File: src/rtl/ps2_pkg.sv
// rtl/ps2_pkg.sv - shared PS/2 Set 2 constants, state type and error bit indices
package ps2_pkg;

  localparam logic [7:0] LP_BREAK_CODE = 8'hF0;
  localparam logic [7:0] LP_EXT_CODE   = 8'hE0;

  localparam int ERR_OVERRUN = 0;
  localparam int ERR_ILLEGAL = 1;

  typedef enum logic [2:0] {
    S_IDLE,
    S_EXT,
    S_BRK,
    S_CODE,
    S_GAP
  } state_t;

  // Prefix bytes cannot be sent as key codes; the receiver would misparse them
  function automatic logic is_prefix(input logic [7:0] code);
    return (code == LP_BREAK_CODE) || (code == LP_EXT_CODE);
  endfunction

endpackage

File: src/rtl/add_bcd_if.sv
// rtl/add_bcd_if.sv - key event input and scan-code byte output bundle
interface add_bcd_if;

  logic [7:0] key_code;
  logic       key_ext;
  logic       key_brk;
  logic       key_en;
  logic       key_rdy;
  logic [7:0] scode;
  logic       scode_en;

  // Key-event source side: offers events, sees readiness and the byte stream
  modport master (
    output key_code, key_ext, key_brk, key_en,
    input  key_rdy, scode, scode_en
  );

  // Scan-code producer side
  modport slave (
    input  key_code, key_ext, key_brk, key_en,
    output key_rdy, scode, scode_en
  );

endinterface

File: src/rtl/add_bcd_tm.sv
// rtl/add_bcd_tm.sv - typematic timer holding the armed key and repeat counter
module add_bcd_tm #(
  parameter int TYPEMATIC_EN = 1,
  parameter int DELAY_CYC    = 20,
  parameter int RATE_CYC     = 10
) (
  input  logic       clk,
  input  logic       rst_n,
  input  logic       idle,
  input  logic       accept,
  input  logic       make_ev,
  input  logic       brk_ev,
  input  logic [7:0] ev_code,
  input  logic       ev_ext,
  output logic       rep_fire,
  output logic [7:0] rep_code,
  output logic       rep_ext
);

  localparam int MAX_CYC = (DELAY_CYC > RATE_CYC) ? DELAY_CYC : RATE_CYC;
  localparam int CNT_W   = $clog2(MAX_CYC + 1);

  logic [CNT_W-1:0] cnt;
  logic [CNT_W-1:0] lim;
  logic             rep_vld;
  logic             rate_ph;
  logic             at_lim;
  logic             brk_match;

  assign lim       = rate_ph ? CNT_W'(RATE_CYC) : CNT_W'(DELAY_CYC);
  assign at_lim    = (cnt == lim);
  assign brk_match = brk_ev && rep_vld && (ev_code == rep_code) && (ev_ext == rep_ext);

  // A key event accepted in the same idle cycle always beats the repeat
  assign rep_fire  = (TYPEMATIC_EN != 0) && rep_vld && idle && !accept && at_lim;

  // Arm on make, disarm on matching break, count idle cycles toward the next repeat
  always_ff @(posedge clk or negedge rst_n) begin
    if (!rst_n) begin
      cnt      <= '0;
      rep_vld  <= 1'b0;
      rate_ph  <= 1'b0;
      rep_code <= 8'h00;
      rep_ext  <= 1'b0;
    end else if (make_ev) begin
      rep_code <= ev_code;
      rep_ext  <= ev_ext;
      rep_vld  <= 1'b1;
      rate_ph  <= 1'b0;
      cnt      <= '0;
    end else if (brk_match) begin
      rep_vld  <= 1'b0;
      rate_ph  <= 1'b0;
      cnt      <= '0;
    end else if (rep_fire) begin
      rate_ph  <= 1'b1;
      cnt      <= '0;
    end else if (rep_vld && idle && !accept && !at_lim) begin
      cnt      <= cnt + 1'b1;
    end
  end

endmodule

File: src/rtl/add_bcd.sv
// rtl/add_bcd.sv - PS/2 Set 2 scan-code byte sequencer with typematic repeat
module add_bcd
  import ps2_pkg::*;
#(
  parameter int GAP_CYC      = 2,
  parameter int TYPEMATIC_EN = 1,
  parameter int DELAY_CYC    = 20,
  parameter int RATE_CYC     = 10
) (
  input  logic       clk,
  input  logic       rst_n,
  add_bcd_if.slave   bus,
  input  logic       err_clr,
  output logic [7:0] err
);

  localparam int GAP_W = (GAP_CYC > 1) ? $clog2(GAP_CYC) : 1;

  state_t           state;
  state_t           state_nxt;
  state_t           pend;
  state_t           pend_nxt;
  logic [GAP_W-1:0] gap_cnt;
  logic             gap_last;

  logic [7:0] code_q;
  logic       ext_q;
  logic       brk_q;
  logic [7:0] seq_code;
  logic       seq_ext;
  logic       seq_brk;

  logic       key_rdy;
  logic       accept;
  logic       illegal;
  logic       start_key;
  logic       overrun;

  logic       rep_fire;
  logic [7:0] rep_code;
  logic       rep_ext;

  logic [7:0] scode_d;
  logic       scode_en_d;
  logic [7:0] scode_q;
  logic       scode_en_q;
  logic [7:0] err_nxt;

  assign key_rdy     = (state == S_IDLE);
  assign bus.key_rdy = key_rdy;
  assign bus.scode    = scode_q;
  assign bus.scode_en = scode_en_q;

  assign accept    = bus.key_en && key_rdy;
  assign illegal   = accept && is_prefix(bus.key_code);
  assign start_key = accept && !illegal;
  assign overrun   = bus.key_en && !key_rdy;
  assign gap_last  = (gap_cnt == GAP_W'(GAP_CYC - 1));

  add_bcd_tm #(
    .TYPEMATIC_EN (TYPEMATIC_EN),
    .DELAY_CYC    (DELAY_CYC),
    .RATE_CYC     (RATE_CYC)
  ) u_tm (
    .clk      (clk),
    .rst_n    (rst_n),
    .idle     (key_rdy),
    .accept   (accept),
    .make_ev  (start_key && !bus.key_brk),
    .brk_ev   (start_key && bus.key_brk),
    .ev_code  (bus.key_code),
    .ev_ext   (bus.key_ext),
    .rep_fire (rep_fire),
    .rep_code (rep_code),
    .rep_ext  (rep_ext)
  );

  // Emit state that follows the current one within a sequence
  function automatic state_t after_emit(input state_t s, input logic brk);
    case (s)
      S_EXT:   return brk ? S_BRK : S_CODE;
      S_BRK:   return S_CODE;
      default: return S_IDLE;
    endcase
  endfunction

  // State register and latched sequence contents
  always_ff @(posedge clk or negedge rst_n) begin
    if (!rst_n) begin
      state  <= S_IDLE;
      pend   <= S_IDLE;
      code_q <= 8'h00;
      ext_q  <= 1'b0;
      brk_q  <= 1'b0;
    end else begin
      state  <= state_nxt;
      pend   <= pend_nxt;
      code_q <= seq_code;
      ext_q  <= seq_ext;
      brk_q  <= seq_brk;
    end
  end

  // Next state: pick sequence source in idle, walk emit states with gaps between
  always_comb begin
    state_nxt = state;
    pend_nxt  = pend;
    seq_code  = code_q;
    seq_ext   = ext_q;
    seq_brk   = brk_q;
    if (state == S_IDLE) begin
      if (start_key) begin
        seq_code = bus.key_code;
        seq_ext  = bus.key_ext;
        seq_brk  = bus.key_brk;
      end else if (rep_fire) begin
        seq_code = rep_code;
        seq_ext  = rep_ext;
        seq_brk  = 1'b0;
      end
    end
    case (state)
      S_IDLE: begin
        if (start_key || rep_fire) begin
          state_nxt = seq_ext ? S_EXT : (seq_brk ? S_BRK : S_CODE);
        end
      end
      S_EXT, S_BRK, S_CODE: begin
        if (GAP_CYC == 0) begin
          state_nxt = after_emit(state, brk_q);
        end else begin
          state_nxt = S_GAP;
          pend_nxt  = after_emit(state, brk_q);
        end
      end
      S_GAP: begin
        if (gap_last) state_nxt = pend;
      end
      default: state_nxt = S_IDLE;
    endcase
  end

  // Output byte for the state about to be entered, registered below
  always_comb begin
    scode_d    = seq_code;
    scode_en_d = 1'b0;
    case (state_nxt)
      S_EXT: begin
        scode_d    = LP_EXT_CODE;
        scode_en_d = 1'b1;
      end
      S_BRK: begin
        scode_d    = LP_BREAK_CODE;
        scode_en_d = 1'b1;
      end
      S_CODE: begin
        scode_d    = seq_code;
        scode_en_d = 1'b1;
      end
      default: begin
        scode_d    = seq_code;
        scode_en_d = 1'b0;
      end
    endcase
  end

  // Gap counter runs only while staying in S_GAP
  always_ff @(posedge clk or negedge rst_n) begin
    if (!rst_n) begin
      gap_cnt <= '0;
    end else if (state == S_GAP && state_nxt == S_GAP) begin
      gap_cnt <= gap_cnt + 1'b1;
    end else begin
      gap_cnt <= '0;
    end
  end

  // Registered byte strobe; the byte itself holds until the next strobe
  always_ff @(posedge clk or negedge rst_n) begin
    if (!rst_n) begin
      scode_q    <= 8'h00;
      scode_en_q <= 1'b0;
    end else begin
      scode_en_q <= scode_en_d;
      if (scode_en_d) scode_q <= scode_d;
    end
  end

  // Sticky error bits; a new error in the clearing cycle still lands
  always_comb begin
    err_nxt = err_clr ? 8'h00 : err;
    if (overrun) err_nxt[ERR_OVERRUN] = 1'b1;
    if (illegal) err_nxt[ERR_ILLEGAL] = 1'b1;
  end

  // Error register
  always_ff @(posedge clk or negedge rst_n) begin
    if (!rst_n) err <= 8'h00;
    else        err <= err_nxt;
  end

endmodule

File: src/flat_wrapper.sv
// flat-port wrapper written by rule: the top's interface ports become plain ports
module add_bcd_flat import ps2_pkg::*;
#(
  parameter int GAP_CYC      = 2,
  parameter int TYPEMATIC_EN = 1,
  parameter int DELAY_CYC    = 20,
  parameter int RATE_CYC     = 10
)
  (clk, rst_n, err_clr, err, bus_key_code, bus_key_ext, bus_key_brk, bus_key_en, bus_key_rdy, bus_scode, bus_scode_en);
  add_bcd_if bus_i ();
  input  logic clk;
  input  logic rst_n;
  input  logic err_clr;
  output logic [7:0] err;
  input wire logic [$bits(bus_i.key_code)-1:0] bus_key_code;
  input wire logic [$bits(bus_i.key_ext)-1:0] bus_key_ext;
  input wire logic [$bits(bus_i.key_brk)-1:0] bus_key_brk;
  input wire logic [$bits(bus_i.key_en)-1:0] bus_key_en;
  output wire logic [$bits(bus_i.key_rdy)-1:0] bus_key_rdy;
  output wire logic [$bits(bus_i.scode)-1:0] bus_scode;
  output wire logic [$bits(bus_i.scode_en)-1:0] bus_scode_en;
  assign bus_i.key_code = bus_key_code;
  assign bus_i.key_ext = bus_key_ext;
  assign bus_i.key_brk = bus_key_brk;
  assign bus_i.key_en = bus_key_en;
  assign bus_key_rdy = bus_i.key_rdy;
  assign bus_scode = bus_i.scode;
  assign bus_scode_en = bus_i.scode_en;
  add_bcd #(.GAP_CYC(GAP_CYC), .TYPEMATIC_EN(TYPEMATIC_EN), .DELAY_CYC(DELAY_CYC), .RATE_CYC(RATE_CYC)) u_core (.clk(clk), .rst_n(rst_n), .bus(bus_i), .err_clr(err_clr), .err(err));
endmodule
File: config.mk
export PLATFORM = sky130hd
export DESIGN_NAME = add_bcd_flat
export DESIGN_NICKNAME = d
export VERILOG_FILES = /design/src/rtl/ps2_pkg.sv /design/src/rtl/add_bcd_if.sv /design/src/rtl/add_bcd_tm.sv /design/src/rtl/add_bcd.sv /design/src/flat_wrapper.sv
export SDC_FILE = /design/constraint.sdc
export NUM_CORES = 1
export LEC_CHECK = 0
export ABC_CLOCK_PERIOD_IN_PS = 3300
export BUFFER_PORTS_ARGS = -buffer_cell sky130_fd_sc_hd__buf_2
export CORE_UTILIZATION = 50
export CTS_CLUSTER_SIZE = 8
export DETAILED_ROUTE_END_ITERATION = 8
export GPL_ROUTABILITY_DRIVEN = 0
export PLACE_DENSITY = 0.73
export RECOVER_POWER = 100
export SLEW_MARGIN = 40
export SYNTH_ARGS = -nofsm -noshare
export SYNTH_HDL_FRONTEND = slang
export SYNTH_HIERARCHICAL = 1
export SYNTH_SLANG_ARGS = --single-unit
File: constraint.sdc
create_clock -name clk -period 3.3 [get_ports clk]
set_clock_uncertainty 0.2 [all_clocks]
set_input_delay 0 -clock clk [delete_from_list [all_inputs] [get_ports clk]]
set_output_delay 0 -clock clk [all_outputs]
set_load 0.05 [all_outputs]
==> summary.md, run 1 <==
| Metric | Value |
|---|---|
| First-pass GRT wire length | `~6700 um` |
| R2R Setup Slk | `340 ps` |
| Yosys top cell area share | `49.0%` |
| Clock H-tree levels | `2` |
| Outcome | `complete, but fails checks` |
| Number of remaining DRC errors | `0` |
| Post-DP HPWL | `2810 um` |
| Failing checks | `capacitance limit, slew limit` |
| Clock transition at path regs | `80 ps` |
| Clock sinks | `42` |
| NumNets Final | `242` |
| Synth Area in Compound Gates | `around 13%` |
| Vias post-DR | `roughly 1,500` |
| Peak supply drop | `0.000614 V` |
| Switch Pwr | `0.000953 W` |
| Final hold viol count | `0` |
| Ranking of synthesized cells by area | `dfrtp_1 (49%), mux2_2 (4.7%), mux2i_1 (3.3%)` |
| Int Pwr | `about 0.0013 W` |
| Min Tclk post-route | `2960 ps` |
| Drt pass-1 iters | `4` |
| Crit path launch type | `register` |
| Antenna-violating nets left | `0` |
| Worst Path Class, Setup | `reg2reg` |
| Lkg Pwr | `1.11 nW` |
| Die boundary width | `67.5 um` |
| Row count | `23` |
| Layout Utilization | `roughly 61%` |
| Placed Instances | `256` |
| Starting Density | `between 50 and 60%` |
| Seq pwr share | `about 40%` |
| Synth Area in Adders | `0.583%` |
| Prevailing post-synth register cell | `dfrtp_1` |
| Warnings from Yosys | `6` |
| Minimum hold slack | `269 ps` |
| Syn Std Cell Area | `about 0.0021 mm^2` |
| Relative slew margins | `-47.9%` |
| Required time of the critical path | `3290 ps` |
| Area leader, netlist | `dfrtp_1` |
| Comb power frac | `42.8%` |
| Share of cells above drive strength 1 | `between 10% and 20%` |
| Inserted Clock Buffers | `5` |
| Commonest cells in the netlist | `dfrtp_1 (42), nand2_1 (17), o21ai_0 (11)` |
| RSZ-0062 raised after global routing | `false` |
| Max Slew Vio Count | `43` |
| Total power | `roughly 0.0023 W` |
| Synth Register Bits | `42` |
| Crit-path max FO | `12` |
| Critical path endpoint category | `register` |
| Post-synth EDFFs | `0` |
| Post-synthesis mux area share | `roughly 11%` |
| DRT iter0 DRCs | `84` |
| Largest buffer count on any clock path | `2` |
| CTS tree | `done` |
| Max-Cap Viols | `1` |
| Total GRT Usage | `~21%` |
| Root buffer cell | `clkbuf_8` |
| Main combinational cell family by area after synthesis | `simple AND/OR/NAND/NOR gates` |
| Synth Instances | `186` |
| Slew at the pin with the worst max-slew slack | `2220 ps` |
| Finished Layout Cells | `between 200 and 300` |
| Initial antenna violation count | `0` |
| # resized after CTS | `0` |
| Post-Route WL | `4070 um` |
| # setup viols final | `0` |
| Total Neg Setup Slack | `0 ps` |
| Most frequent cell after synthesis | `dfrtp_1` |
| P&R area growth vs syn | `15.4%` |
| Vias in the first global route | `1,434` |
| N_diodes | `0` |
| Die height | `slightly below 70 um` |
| Clock network fraction of total power | `16.9%` |
| Port bufs | `25` |
| Top-level port count | `32` |
| Hold Path Class | `reg2reg` |
| Post-synth ARST share | `between 90% and 100%` |
| Fmax | `0.338 GHz` |
| Die Area | `between 0.004 and 0.005 mm^2` |
| WL per Instance | `14.6 um` |
| Grt ovf | `0` |
| Core box area | `just over 0.004 mm^2` |
| Post-synthesis sequential area ratio | `49.0%` |
| Vias per inst | `5.39` |
| Switching Fraction | `around two fifths` |
| Mapped Avg Cell Area | `~12 um^2` |
| Yosys cell types | `56` |
| Pwr/cell area | `roughly 900 mW/mm^2` |
| Critical Path AT | `roughly 3000 ps` |
| Simple logic cell fraction of the synthesized area | `15.6%` |
| Final period utilization | `89.7%` |
| Worst-Skew Late Latency | `290 ps` |
| Xor/xnor cell area share of the yosys netlist | `about 3.7%` |
| Largest net degree at the start of global routing | `43` |
## power groups by stage
| stage | Sequential, W | Combinational [W] | Clock [W] |
|---|---|---|---|
| 5_1_grt | 0.000947 | 0.00106 | 0.000419 |
| 6_report | 0.000917 | 0.000975 | 0.000385 |
| 2_1_floorplan | 0.000985 | 0.000747 | 0 |
| 3_3_place_gp | 0.000925 | 0.000994 | 0 |
| 3_5_place_dp | 0.000928 | 0.00101 | 0 |
| 4_1_cts | 0.000917 | 0.00103 | 0.000392 |
## cell type report
type	count	area (um^2)
Fill cell	344	1580
Sequential cell	42	1050
Tap cell	50	62.6
Inverter	7	28.8
Clock buffer	8	110
Timing Repair Buffer	42	264
Multi-Input combinational cell	129	958
## cell usage in the layout (no fill, tap or decap), types with 3 or more instances in the layout
cell type,instances
o22a_1,4
dfrtp_1,42
mux2_2,9
mux2i_1,9
inv_1,6
dlygate4sd3_1,14
nand2_1,17
clkbuf_8,8
o21ai_0,11
clkbuf_1,15
nor3_1,3
xor2_1,7
nor2_1,10
a22o_1,5
a21oi_1,5
conb_1,6
buf_2,12
## through the flow
| stage | cell area, um^2 | setup slack, ps |
|---|---|---|
| 6_report | 2470 | 341 |
| 5_1_grt | 2470 | 158 |
| 4_1_cts | 2540 | 403 |
| 3_5_place_dp | 2290 | 420 |
| 3_3_place_gp | 2280 | 514 |
| 2_1_floorplan | 2170 | 110 |
## timing repair
item / 4_1_cts / 5_1_grt
endpoints found under the hold margin: 73 / 0
setup endpoints to repair: 0 / 0
hold buffers: 14 / 0
buffers inserted: 0 / 0
## worst max-delay path: stages, from the launching register on
cell and delay [ps]:
dfrtp_1 490, nor4b_4 320, clkbuf_1 430, o21a_1 450
and2_0 240, nand2_1 110, nor4_4 150, a41o_2 290
o21ba_1 170
## logic make-up after synthesis
kind of cell               Yosys count
adders and majority gates            1
other                                1
DFF                                 42
muxes                               20
and+or+nand+nor                     53
xor gates and xnor gates             9
AOI/OAI and AO/OA                   40
buffers and inverters               20
## worst paths after layout
check                                           from                               to  cells past startpoint
setup / recovery           u_core/state[1]$_DFF_PN0_  u_core/u_tm/rate_ph$_DFFE_PN0P_                      8
hold / removal              u_core/gap_cnt$_DFF_PN0_         u_core/gap_cnt$_DFF_PN0_                      1
setup reg to reg           u_core/state[1]$_DFF_PN0_  u_core/u_tm/rate_ph$_DFFE_PN0P_                      8
hold reg to reg             u_core/gap_cnt$_DFF_PN0_         u_core/gap_cnt$_DFF_PN0_                      1
max in group asynchronous                      rst_n  u_core/bus.scode[3]$_DFFE_PN0P_                      2
min in group asynchronous                      rst_n         u_core/gap_cnt$_DFF_PN0_                      2
## registers in the layout, summed over array words and instances, names as in the netlist, 2 cells and up
name	flops
u_core/err	2
u_core/code_q	8
u_core/state	3
u_core/pend	2
u_core/u_tm/cnt	5
u_core/u_tm/rep_code	8
u_core/bus.scode	8
## metal layers
layer | GRT usage (%) | vias to the layer above | share of wire (%)
met4 | 8.51 | 0 | 2.0
met1 | 27.1 | 720 | 48
met3 | 6.25 | 6 | 3.4
met5 | 0 | - | 0
met2 | 31.8 | 41 | 47
li1 | - | 731 | -
Power figures use the tool's default switching activity.
==> inputs of run 2 (changes only) <==
RECOVER_POWER = 25   (was 100)
==> summary.md, run 2 (synthesized netlist as in run 1, its figures left out) <==
| Metric | Value |
|---|---|
| Pwr/cell area | `921 mW/mm^2 (about the same)` |
| Placed Area | `0.00229 mm^2 (unchanged)` |
| Lkg Pwr | `1.16 nW (+4.2%)` |
| Clock H-tree levels | `2 (unchanged)` |
| Crit path launch type | `register` |
| Hold Path Class | `reg2reg` |
| Vias post-DR | `1,487 (-0.73%)` |
| N_diodes | `0 (unchanged)` |
| Die boundary width | `67.5 um (unchanged)` |
| Storage element area | `0.00105 mm^2 (unchanged)` |
| Finished Layout Cells | `278 (unchanged)` |
| Worst path cell trace | `nor4b_2 > mux2i_4 > nor3_2 > or4b_4 > o21ai_0 > mux2i_4 > or2_1 > o22a_1` |
| Inserted Clock Buffers | `5 (unchanged)` |
| Largest buffer count on any clock path | `2 (unchanged)` |
| Met1 Usage GRT | `27.1% (unchanged)` |
| Final Worst Setup Slack | `417 ps (+76.1 ps)` |
| Total Neg Setup Slack | `0 ps (unchanged)` |
| Vias in the first global route | `1,434 (unchanged)` |
| Die Area | `0.00455 mm^2 (unchanged)` |
| Starting Density | `52.9% (unchanged)` |
| CP peak stage delay | `610 ps (+120 ps)` |
| Cell mode on critical path | `mux2i_4` |
| Worst Path Class, Setup | `reg2reg` |
| Critical path endpoint category | `register` |
| CTS Hold Bufs | `14 (unchanged)` |
| Most Crowded Layer GR | `met2` |
| Post-DP HPWL | `2810 um (unchanged)` |
| Global routing usage on met3 | `6.25% (unchanged)` |
| Most frequent cells in the layout | `dfrtp_1 (42), buf_2 (24), nand2_1 (17), dlygate4sd3_1 (14), o21ai_0 (11)` |
| RSZ-0062 raised after global routing | `false` |
| First-pass GRT wire length | `6730 um (unchanged)` |
| Required time of the critical path | `3290 ps (about the same)` |
| Root buffer cell | `clkbuf_8` |
| Antenna-violating nets left | `0 (unchanged)` |
| P&R area growth vs syn | `18.1%` |
| Final hold viol count | `0 (unchanged)` |
| # resized after CTS | `0 (unchanged)` |
| Relative slew margins | `-47.3% (+0.59 points)` |
| Drt pass-1 iters | `4 (unchanged)` |
| Port bufs | `25 (unchanged)` |
| Setup bufs post-CTS | `0 (unchanged)` |
| Max Slew Vio Count | `43 (unchanged)` |
| Area of the multi-input gates | `995 um^2 (+3.8%)` |
| Core box area | `0.00406 mm^2 (unchanged)` |
| Critical path's slowest cell | `or4b_4` |
| Number of remaining DRC errors | `0 (unchanged)` |
| Total GRT Usage | `20.7% (unchanged)` |
| Most common cell after layout, fill and taps aside | `dfrtp_1` |
| Max-Cap Viols | `1 (unchanged)` |
| Share of cells above drive strength 1 | `28.1% (+8.3 points)` |
| Final period utilization | `87.4% (-2.3 points)` |
| Clock sinks | `42 (unchanged)` |
| DRT iter0 DRCs | `84 (unchanged)` |
| Filler cell count | `328 (-4.7%)` |
| WL per Instance | `14.6 um (-0.12%)` |
| Placed Instances | `256 (unchanged)` |
| Met2 Use GR | `31.8% (unchanged)` |
| Cell area after layout | `0.00253 mm^2 (+2.4%)` |
| Slew at the pin with the worst max-slew slack | `2210 ps (-8.87 ps)` |
| Peak supply drop | `0.000626 V (+1.9%)` |
| Vias per inst | `5.35 (-0.73%)` |
| Outcome | `complete, but fails checks` |
| Min Tclk post-route | `2880 ps (-76.1 ps)` |
| Crit-path max FO | `11 (-1)` |
| Total power | `0.00233 W (+2.5%)` |
| Critical Path AT | `2870 ps (-80 ps)` |
| Largest net degree at the start of global routing | `43 (unchanged)` |
| Failing checks | `capacitance limit, slew limit` |
| # setup viols final | `0 (unchanged)` |
| Grt ovf | `0 (unchanged)` |
| Row count | `23 (unchanged)` |
| Worst-Skew Late Latency | `300 ps (about the same)` |
| Initial antenna violation count | `0 (unchanged)` |
| Top-level port count | `32 (unchanged)` |
| Die height | `67.5 um (unchanged)` |
| Fmax | `0.347 GHz (+2.6%)` |
| Post-Route WL | `4060 um (-0.12%)` |
| Pre-CTS WS | `420 ps (unchanged)` |
| NumNets Final | `242 (unchanged)` |
| CTS tree | `done` |
| Clock transition at path regs | `80 ps (about the same)` |
## run 2: changes by cell type in the layout (fill, tap and decap cells not counted), sizes merged
| cell | delta |
|---|---|
| buf | +14 |
| clkbuf | -14 |
## run 2: where the power goes
group / leakage (nW) / internal, W / total (W) / switching, W
Sequential: 0.500 / 0.000725 / 0.000919 / 0.000194
Clock: 0.0575 / 0.000211 / 0.000387 / 0.000176
Combinational: 0.604 / 0.000430 / 0.00103 / 0.000598
## run 2: cell type report
cell class	instances	area share (%)
Timing Repair Buffer	42	11.3
Multi-Input combinational cell	129	39.3
Sequential cell	42	41.5
Inverter	7	1.14
Tap cell	50	2.47
Clock buffer	8	4.35
## run 2: through the flow
stage	hold WS (ps)	util, %
floorplan	-496	-
detailed placement	-183	56.4
global placement	-9.76	56.3
global route	306	62.4
finish	269	62.4
CTS	37.6	62.5
## run 2: routing by layer
metal  vias up  share of wire (%)
met5         -                  0
met4         0                2.1
met3         9                3.8
met2        34                 46
met1       711                 48
li1        733                  -
## run 2: path summary, 6_finish.rpt
check	slack (ps)	end	from	depth (start not counted)
setup / recovery	420	u_core/bus.scode[5]$_DFFE_PN0P_	u_core/u_tm/cnt[1]$_DFFE_PN0P_	8
hold / removal	270	u_core/gap_cnt$_DFF_PN0_	u_core/gap_cnt$_DFF_PN0_	1
min in group asynchronous	690	u_core/gap_cnt$_DFF_PN0_	rst_n	2
setup reg to reg	420	u_core/bus.scode[5]$_DFFE_PN0P_	u_core/u_tm/cnt[1]$_DFFE_PN0P_	8
hold reg to reg	270	u_core/gap_cnt$_DFF_PN0_	u_core/gap_cnt$_DFF_PN0_	1
max in group asynchronous	950	u_core/code_q[1]$_DFF_PN0_	rst_n	2
## run 2: critical path, delay by kind of cell, from the launching register on
kind | cells | cell delay (ps)
AOI/OAI and AO/OA | 2 | 400
DFF | 1 | 430
muxes | 2 | 330
and+or+nand+nor | 4 | 1420
